### config.mk
export PLATFORM = sky130hd
export DESIGN_NAME = hazard_ctrl
export DESIGN_NICKNAME = d
export VERILOG_FILES = /design/src/rtl/hazard_ctrl_pkg.sv /design/src/rtl/sat_counter.sv /design/src/rtl/hazard_ctrl.sv
export SDC_FILE = /design/constraint.sdc
export NUM_CORES = 1
export LEC_CHECK = 0
export BUFFER_PORTS_ARGS = -buffer_cell sky130_fd_sc_hd__buf_2
export CAP_MARGIN = 20
export CORE_UTILIZATION = 48
export CTS_BUF_LIST = sky130_fd_sc_hd__clkbuf_16
export CTS_CLUSTER_SIZE = 25
export DETAILED_ROUTE_END_ITERATION = 12
export MAX_ROUTING_LAYER = met4
export PLACE_DENSITY = 0.76
export SLEW_MARGIN = 20
export SYNTH_ARGS = -nofsm -noshare
export SYNTH_HDL_FRONTEND = slang
export SYNTH_SLANG_ARGS = --single-unit
### constraint.sdc
create_clock -name clk -period 1.7 [get_ports clk]
set_input_delay 0.085 -clock clk [delete_from_list [all_inputs] [get_ports clk]]
set_output_delay 0.085 -clock clk [all_outputs]
set_load 0.02 [all_outputs]
### src/rtl/hazard_ctrl_pkg.sv
// Shared definitions for the pipeline hazard controller.
//   state_e        : 2-bit controller state encoding
//   TimeoutDefault : default memory-wait limit before the fatal error state
//   CntWDefault    : default performance-counter width
package hazard_ctrl_pkg;

   typedef enum logic [1:0] {
      StRun     = 2'd0,
      StLuStall = 2'd1,
      StMemWait = 2'd2,
      StError   = 2'd3
   } state_e;

   localparam int unsigned TimeoutDefault = 255;
   localparam int unsigned CntWDefault    = 16;

endpackage

### src/rtl/sat_counter.sv
// Saturating up-counter used for the hazard controller performance counters.
//   clk_i   : clock
//   clear_i : synchronous clear, dominates inc_i
//   inc_i   : increment enable; the count sticks at all-ones
//   count_o : current count
module sat_counter #(
   parameter int unsigned Width = 16
) (
   input  logic             clk_i,
   input  logic             clear_i,
   input  logic             inc_i,
   output logic [Width-1:0] count_o
);

   logic [Width-1:0] count_q, count_d;

   always_comb begin
      count_d = count_q;
      if (clear_i) begin
         count_d = '0;
      end else if (inc_i && (count_q != '1)) begin
         count_d = count_q + Width'(1);
      end
   end

   always_ff @(posedge clk_i) begin
      count_q <= count_d;
   end

   assign count_o = count_q;

endmodule

### src/rtl/hazard_ctrl.sv
// Pipeline hazard controller: load-use interlock, branch flush, data-memory
// wait handling with a fatal timeout, and two saturating performance counters.
//   clk, reset (sync, active-low)
//   IDEXMemRead/IDEXRt, IFIDRs/IFIDRt : load-use detection inputs
//   BranchTaken                       : branch resolved taken in ID
//   DMemReq/DMemReady                 : data-memory handshake
//   PCWrite, IFIDWrite, IDEXBubble, IFIDFlush, EXMEMHold : pipeline controls
//   MemTimeout                        : sticky fatal timeout flag
//   StallCycles, FlushCount           : saturating performance counters
module hazard_ctrl
   import hazard_ctrl_pkg::*;
#(
   parameter int unsigned TIMEOUT = TimeoutDefault,
   parameter int unsigned CNT_W   = CntWDefault
) (
   input  logic             clk,
   input  logic             reset,
   input  logic             IDEXMemRead,
   input  logic [4:0]       IDEXRt,
   input  logic [4:0]       IFIDRs,
   input  logic [4:0]       IFIDRt,
   input  logic             BranchTaken,
   input  logic             DMemReq,
   input  logic             DMemReady,
   output logic             PCWrite,
   output logic             IFIDWrite,
   output logic             IDEXBubble,
   output logic             IFIDFlush,
   output logic             EXMEMHold,
   output logic             MemTimeout,
   output logic [CNT_W-1:0] StallCycles,
   output logic [CNT_W-1:0] FlushCount
);

   // Wide enough to hold TIMEOUT itself.
   localparam int unsigned WaitW = (TIMEOUT < 1) ? 1 : $clog2(TIMEOUT + 1);
   localparam logic [WaitW:0] TimeoutVal = (WaitW + 1)'(TIMEOUT);

   state_e           state_q, state_d;
   logic [WaitW-1:0] wait_q, wait_d;
   logic [WaitW:0]   wait_nxt;
   logic             mem_stall;
   logic             load_use;

   assign mem_stall = DMemReq && !DMemReady;
   assign load_use  = IDEXMemRead && (IDEXRt != 5'd0) &&
                      ((IDEXRt == IFIDRs) || (IDEXRt == IFIDRt));

   always_comb begin
      PCWrite    = 1'b1;
      IFIDWrite  = 1'b1;
      IDEXBubble = 1'b0;
      IFIDFlush  = 1'b0;
      EXMEMHold  = 1'b0;
      MemTimeout = 1'b0;
      state_d    = state_q;
      wait_d     = wait_q;
      // Entering MEM_WAIT counts as the first wait cycle.
      wait_nxt   = (state_q == StMemWait) ? ({1'b0, wait_q} + (WaitW + 1)'(1))
                                          : (WaitW + 1)'(1);

      if (state_q == StError) begin
         PCWrite    = 1'b0;
         IFIDWrite  = 1'b0;
         EXMEMHold  = 1'b1;
         MemTimeout = 1'b1;
      end else if (mem_stall) begin
         PCWrite   = 1'b0;
         IFIDWrite = 1'b0;
         EXMEMHold = 1'b1;
         wait_d    = wait_nxt[WaitW-1:0];
         state_d   = (wait_nxt >= TimeoutVal) ? StError : StMemWait;
      end else begin
         wait_d = '0;
         // LU_STALL ignores load_use so the interlock lasts exactly one cycle.
         if ((state_q == StRun) && load_use) begin
            PCWrite    = 1'b0;
            IFIDWrite  = 1'b0;
            IDEXBubble = 1'b1;
            state_d    = StLuStall;
         end else begin
            state_d   = StRun;
            IFIDFlush = BranchTaken;
         end
      end

      if (!reset) begin
         PCWrite    = 1'b1;
         IFIDWrite  = 1'b1;
         IDEXBubble = 1'b0;
         IFIDFlush  = 1'b0;
         EXMEMHold  = 1'b0;
         MemTimeout = 1'b0;
      end
   end

   always_ff @(posedge clk) begin
      if (!reset) begin
         state_q <= StRun;
         wait_q  <= '0;
      end else begin
         state_q <= state_d;
         wait_q  <= wait_d;
      end
   end

   sat_counter #(
      .Width (CNT_W)
   ) u_stall_cnt (
      .clk_i   (clk),
      .clear_i (!reset),
      .inc_i   (!PCWrite),
      .count_o (StallCycles)
   );

   sat_counter #(
      .Width (CNT_W)
   ) u_flush_cnt (
      .clk_i   (clk),
      .clear_i (!reset),
      .inc_i   (IFIDFlush),
      .count_o (FlushCount)
   );

endmodule

[Word-level counts from Yosys, hierarchy flattened]
Index checks and enable logic that the tools add are counted.
Storage, ports and cells
  register bits after elaboration: 42
  output and inout port bits: 38
  logic and storage cells: 47
Cells by class
  $add $sub $neg: 3
  $lt $le $gt $ge: 1
  equality and inequality tests: 6
  multiplexer cells: 22
  reduce and logical (&&, ||, !) cells: 11
Operators with widths (count)
  $add A16 B1 Y16 const B: 2
  $ne A16 B16 Y1 const B: 2
  $mux W1: 19
  $eq A5 B5 Y1: 2
  $add A8 B1 Y9 const B: 1
  $ge A9 B8 Y1 const B: 1
  $mux W9: 1
  $mux W8: 1
  $logic_and A1 B1 Y1: 6
  $reduce_bool A5 Y1: 1
  $eq A2 B2 Y1 const B: 2
  $logic_not A1 Y1: 2
  $logic_not A2 Y1: 1
  $mux W2: 1
  $logic_or A1 B1 Y1: 1

[Depth between registers and ports, before layout]
  word-level depth: 10
  depth in mapped cells: 9

[Hierarchy]
Synthesis repeated with hierarchy kept, for this count alone.
Unflattened totals
  cell total of the unflattened synthesis: 296
  area, all modules: 2451.1 µm²
By module, submodules not included
  sat_counter: times used 2, cells an instance 99, area an instance 848.3 µm², sequential area each 320.3 µm²
  hazard_ctrl: times used 1, cells an instance 98, area an instance 754.5 µm², sequential area each 200.2 µm²

[Worst setup path before layout]
No wires, ideal clock.
  path kind: register to register
  start point: reg u_stall_cnt.count_q[0], in the netlist u_stall_cnt.count_o[0]
  end point: reg u_stall_cnt.count_q[6], in the netlist u_stall_cnt.count_o[6]
  setup time: 0.101 ns
  arrival time: 1.874 ns
  data required time: 1.599 ns
  path slack: -0.275 ns
  cell stages (with the launch flop): 10
  path buffers: 2
  path through: dfxtp_1 -> ha_1 -> nand2_1 -> nor2_1 -> and2_1 -> and3_1 -> clkbuf_1 -> buf_2 -> o311ai_0 -> o41ai_1
On the way
  word-level cells in the longest chain between the ends: 2
  elaborated cells between the ends (all ways): 3
  classes of those cells: add/sub (1); eq/ne (1); reduce/logical (1)
Ends and longest elaborated chain
  start: declaration: line sat_counter.sv:15  | logic [Width-1:0] count_q, count_d;
  start signal: assignment: line sat_counter.sv:27  | count_q <= count_d;
  branches (longest 2 deep; another with $add A16 B1 Y16)
Several ways; the timed one is not identified.
A chain may end at the register's enable or synchronous reset.

[Worst setup path in the final report]
  start point: reg u_stall_cnt.count_q[0], in the netlist u_stall_cnt.count_o[0]
  end point: reg u_stall_cnt.count_q[11], in the netlist u_stall_cnt.count_o[11]
The elaborated chain is that of the path after synthesis.

==> impl_metrics.csv <==
group,metric,value,unit
flow_run,drv_cap,0,
clocking,hold_buffers,0,
sta,worst_slew_pin_slew,0.618,ns
setup_path,worstSetupPathType,"reg -> reg",
floorplanning,die_y,71.4,um
yosys,syn_inst,282,
floorplanning,row_count,24,
setup_path,cpPeakStageDelay,0.52,ns
floorplanning,die_area,0.00509,mm^2
pwr,total_power,2410,uW
finish,diodes,0,
yosys,synth.avg_cell_area,8.19,um^2
yosys,synth_cell_types,41,
setup_path,crit_fanout,5,
sta,fmax,557,MHz
yosys,yosys.area.top_type_share,36.4,%
placement,place_area,0.00297,mm^2
floorplanning,core,0.00447,mm^2
placement,port_buffers,58,
routing,wl,7130,um
setup_path,critPathCaptureType,"register",
sta,setup_viol,15,
yosys,syn_area,0.00231,mm^2
sta,maxSlewHeadroom,58.7,%
setup_path,cp.required,1.92,ns
global_route,antenna_found_initial,0,
routing,via_per_inst,6.01,
status,outcome,"finished, violations left",
global_route,grt.overflow.total,0,
sta,timing.final.crit_share,106,%
yosys,synthArstFlopShare,0,%
clocking,path_clk_slew,0.07,ns
yosys,yosysWarnings,0,
yosys,synth-seq-cells,42,
finish,final_area,0.00352,mm^2
yosys,synth_seq_area_share,36.4,%
sta,layout_setup_ws,-0.0952,ns
clocking,clock_latency,0.29,ns
pwr,ir_worst_vdd,0.000596,V
sta,fin_crit,1.80,ns
finish,area_growth,52.6,%
yosys,ys.flop_type,"dfxtp_1",
yosys,synth_area_leader_cell,"dfxtp_1",
clocking,clock-root-buffer,"clkbuf_16",
global_route,grt_start_max_net_pins,17,
global_route,grt_pass1_vias,2422,
routing,wire_per_inst,16.1,um
yosys,syn-num-nets,306,
sta,drv_slew,0,
sta,hold_slack,0.161,ns
finish,seqCellArea,861,um^2
finish,finalCoreUtilization,78.7,%
setup_path,critPathLaunchType,"register",
pwr,p_leak,0.00151,uW
routing,initialDrtViolationCount,232,
placement,gp_congestion,0.851,
routing,ant_nets,0,
global_route,grt_usage,29.4,%
floorplanning,io_pins,59,
clocking,cts_tree,"done",
floorplanning,initial_core_util,51.6,%
finish,final_nets,414,
setup_path,crit_chain,"buf_4, nand3_1, nor2_1, buf_4, nand3_1, or4_4, a21oi_1",
finish,multiInputGateArea,0.00158,mm^2
finish,drive_gt1_share,46.0,%
placement,dp_hpwl,4160,um
setup_path,critPathSlowestCell,"or4_4",
placement,place_inst,419,
finish,fin_cells,443,
global_route,grt_first_pass_wirelength,11500,um
min_path,hold_class,"in -> reg",
finish,fillers,281,
routing,drc,3,
routing,vias,2661,
sta,hold_viol,0,
sta,rsz0062_at_grt,"true",
clocking,cts_buffer_depth,2,
yosys,synth-edff-count,0,
yosys,synthTopCellsByArea,"dfxtp_1 (36%), mux2i_1 (4.8%), nand2_1 (4.7%)",
clocking,cts_max_level,2,
clocking,cts_buffers,5,
routing,drt_pass1_iterations,9,
sta,skew,0.00961,ns
floorplanning,die_x,71.4,um
setup_path,cp.arrival,2.01,ns
pwr,p_per_area,684,mW/mm^2
clocking,clock_sinks,42,
status,failed_checks,"DRC, setup timing",
-- cell families (layout without fill, tap and decap cells) --
group | after synthesis | in the layout | share of synthesized area [%]
compound gates | 68 | 68 | 18.3
simple gates | 125 | 127 | 29.6
fa+ha+maj | 3 | 3 | 1.63
flops | 42 | 42 | 36.4
mux | 11 | 11 | 4.77
xor+xnor | 12 | 12 | 4.55
buf+inv | 21 | 128 | 4.72
-- layout by cell type (no fill, tap or decap), types with 3 or more instances in the layout --
master and instances:
buf_2 53, buf_4 52, dfxtp_1 28, nand2_1 26, nand3_1 20, o21ai_0 18, a21oi_1 14, dfxtp_2 13
nor2_1 12, xnor2_1 11, mux2i_1 11, o31ai_1 10, nand2b_1 9, nand4_1 9, buf_6 8, and3_1 7
or3_1 7, a21oi_2 7, clkbuf_16 6, or4_1 5, or4_4 4, and3_4 4, inv_1 3, and4_1 3
a31oi_1 3
-- state kept, by name, summed over array words and instances, names as in the netlist --
name,cells
wait_q,8
u_stall_cnt.count_o,16
state_q,2
u_flush_cnt.count_o,16
-- synthesized netlist by cell type (2+ instances only) --
master     n
nor4_1     2
nor2_1    14
nand2b_1   9
xnor2_1   11
o21ai_0   18
nor3_1     3
o211ai_1   2
mux2i_1   11
a21oi_1   21
nand2_1   29
and4_1     4
nand3_1   21
ha_1       3
buf_6      3
or3_1      8
o31ai_1   11
dfxtp_1   42
nand4_1    9
and2_1     2
and3_1    11
buf_2      3
clkbuf_1  11
a31oi_1    3
o311ai_0   2
o41ai_1    2
or4_1      9
nor3_2     2
inv_1      3
-- final timing paths --
check	depth (start not counted)	from	slack, ns	to
worst max register to register	7	u_stall_cnt.count_o[0]	-0.1	u_stall_cnt.count_o[11]
worst max-delay path	7	u_stall_cnt.count_o[0]	-0.1	u_stall_cnt.count_o[11]
worst min register to register	1	u_stall_cnt.count_o[6]	0.48	u_stall_cnt.count_o[6]
worst min-delay path	3	reset	0.16	wait_q[1]
-- critical path: cells and delay by family, from the launching register on --
kind	cells	cell delay, ns
AOI/OAI and AO/OA	1	0.16
buffers and inverters	2	0.31
DFF	1	0.36
and+or+nand+nor	4	0.90
-- repair_timing --
| action | in CTS | in global routing |
|---|---|---|
| endpoints found under the hold margin | 0 | 0 |
| gates resized for setup | 25 | 30 |
| setup buffers | 7 | 5 |
| gates cloned | 4 | 0 |
| pin swaps | 23 | 17 |
| endpoints found under the setup margin | 12 | 31 |
-- routing by layer --
layer,GRT usage [%],vias up,share of wire [%]
li1,-,1268,-
met3,6.05,11,5.0
met2,48.9,94,50
met1,35.6,1288,43
met4,10.0,0,1.4
met5,-,-,0
-- power by group --
group	switching (uW)	total, uW	internal (uW)	leakage [uW]
Clock	427	1060	637	0.0000824
Combinational	174	342	168	0.00108
Sequential	10.6	1000	994	0.000346
Total	611	2410	1800	0.00151
-- per-stage QoR --
stage	setup WS [ns]	setup TNS, ns
2_1_floorplan	-0.0383	-0.265
3_3_place_gp	-0.124	-2.36
3_5_place_dp	-0.197	-3.75
4_1_cts	-0.0802	-0.226
5_1_grt	-0.165	-2.07
6_report	-0.0952	-0.620
-- final cells by class --
cell class	count	area share, %
clock inverters	2	0.391
flip-flops and latches	42	24.4
inverters	3	0.320
clock buffers	6	4.26
multi-input cells	221	44.9
well taps	52	1.85
repair buffers	117	23.9
Note: power is estimated with default switching activity, not from simulation.
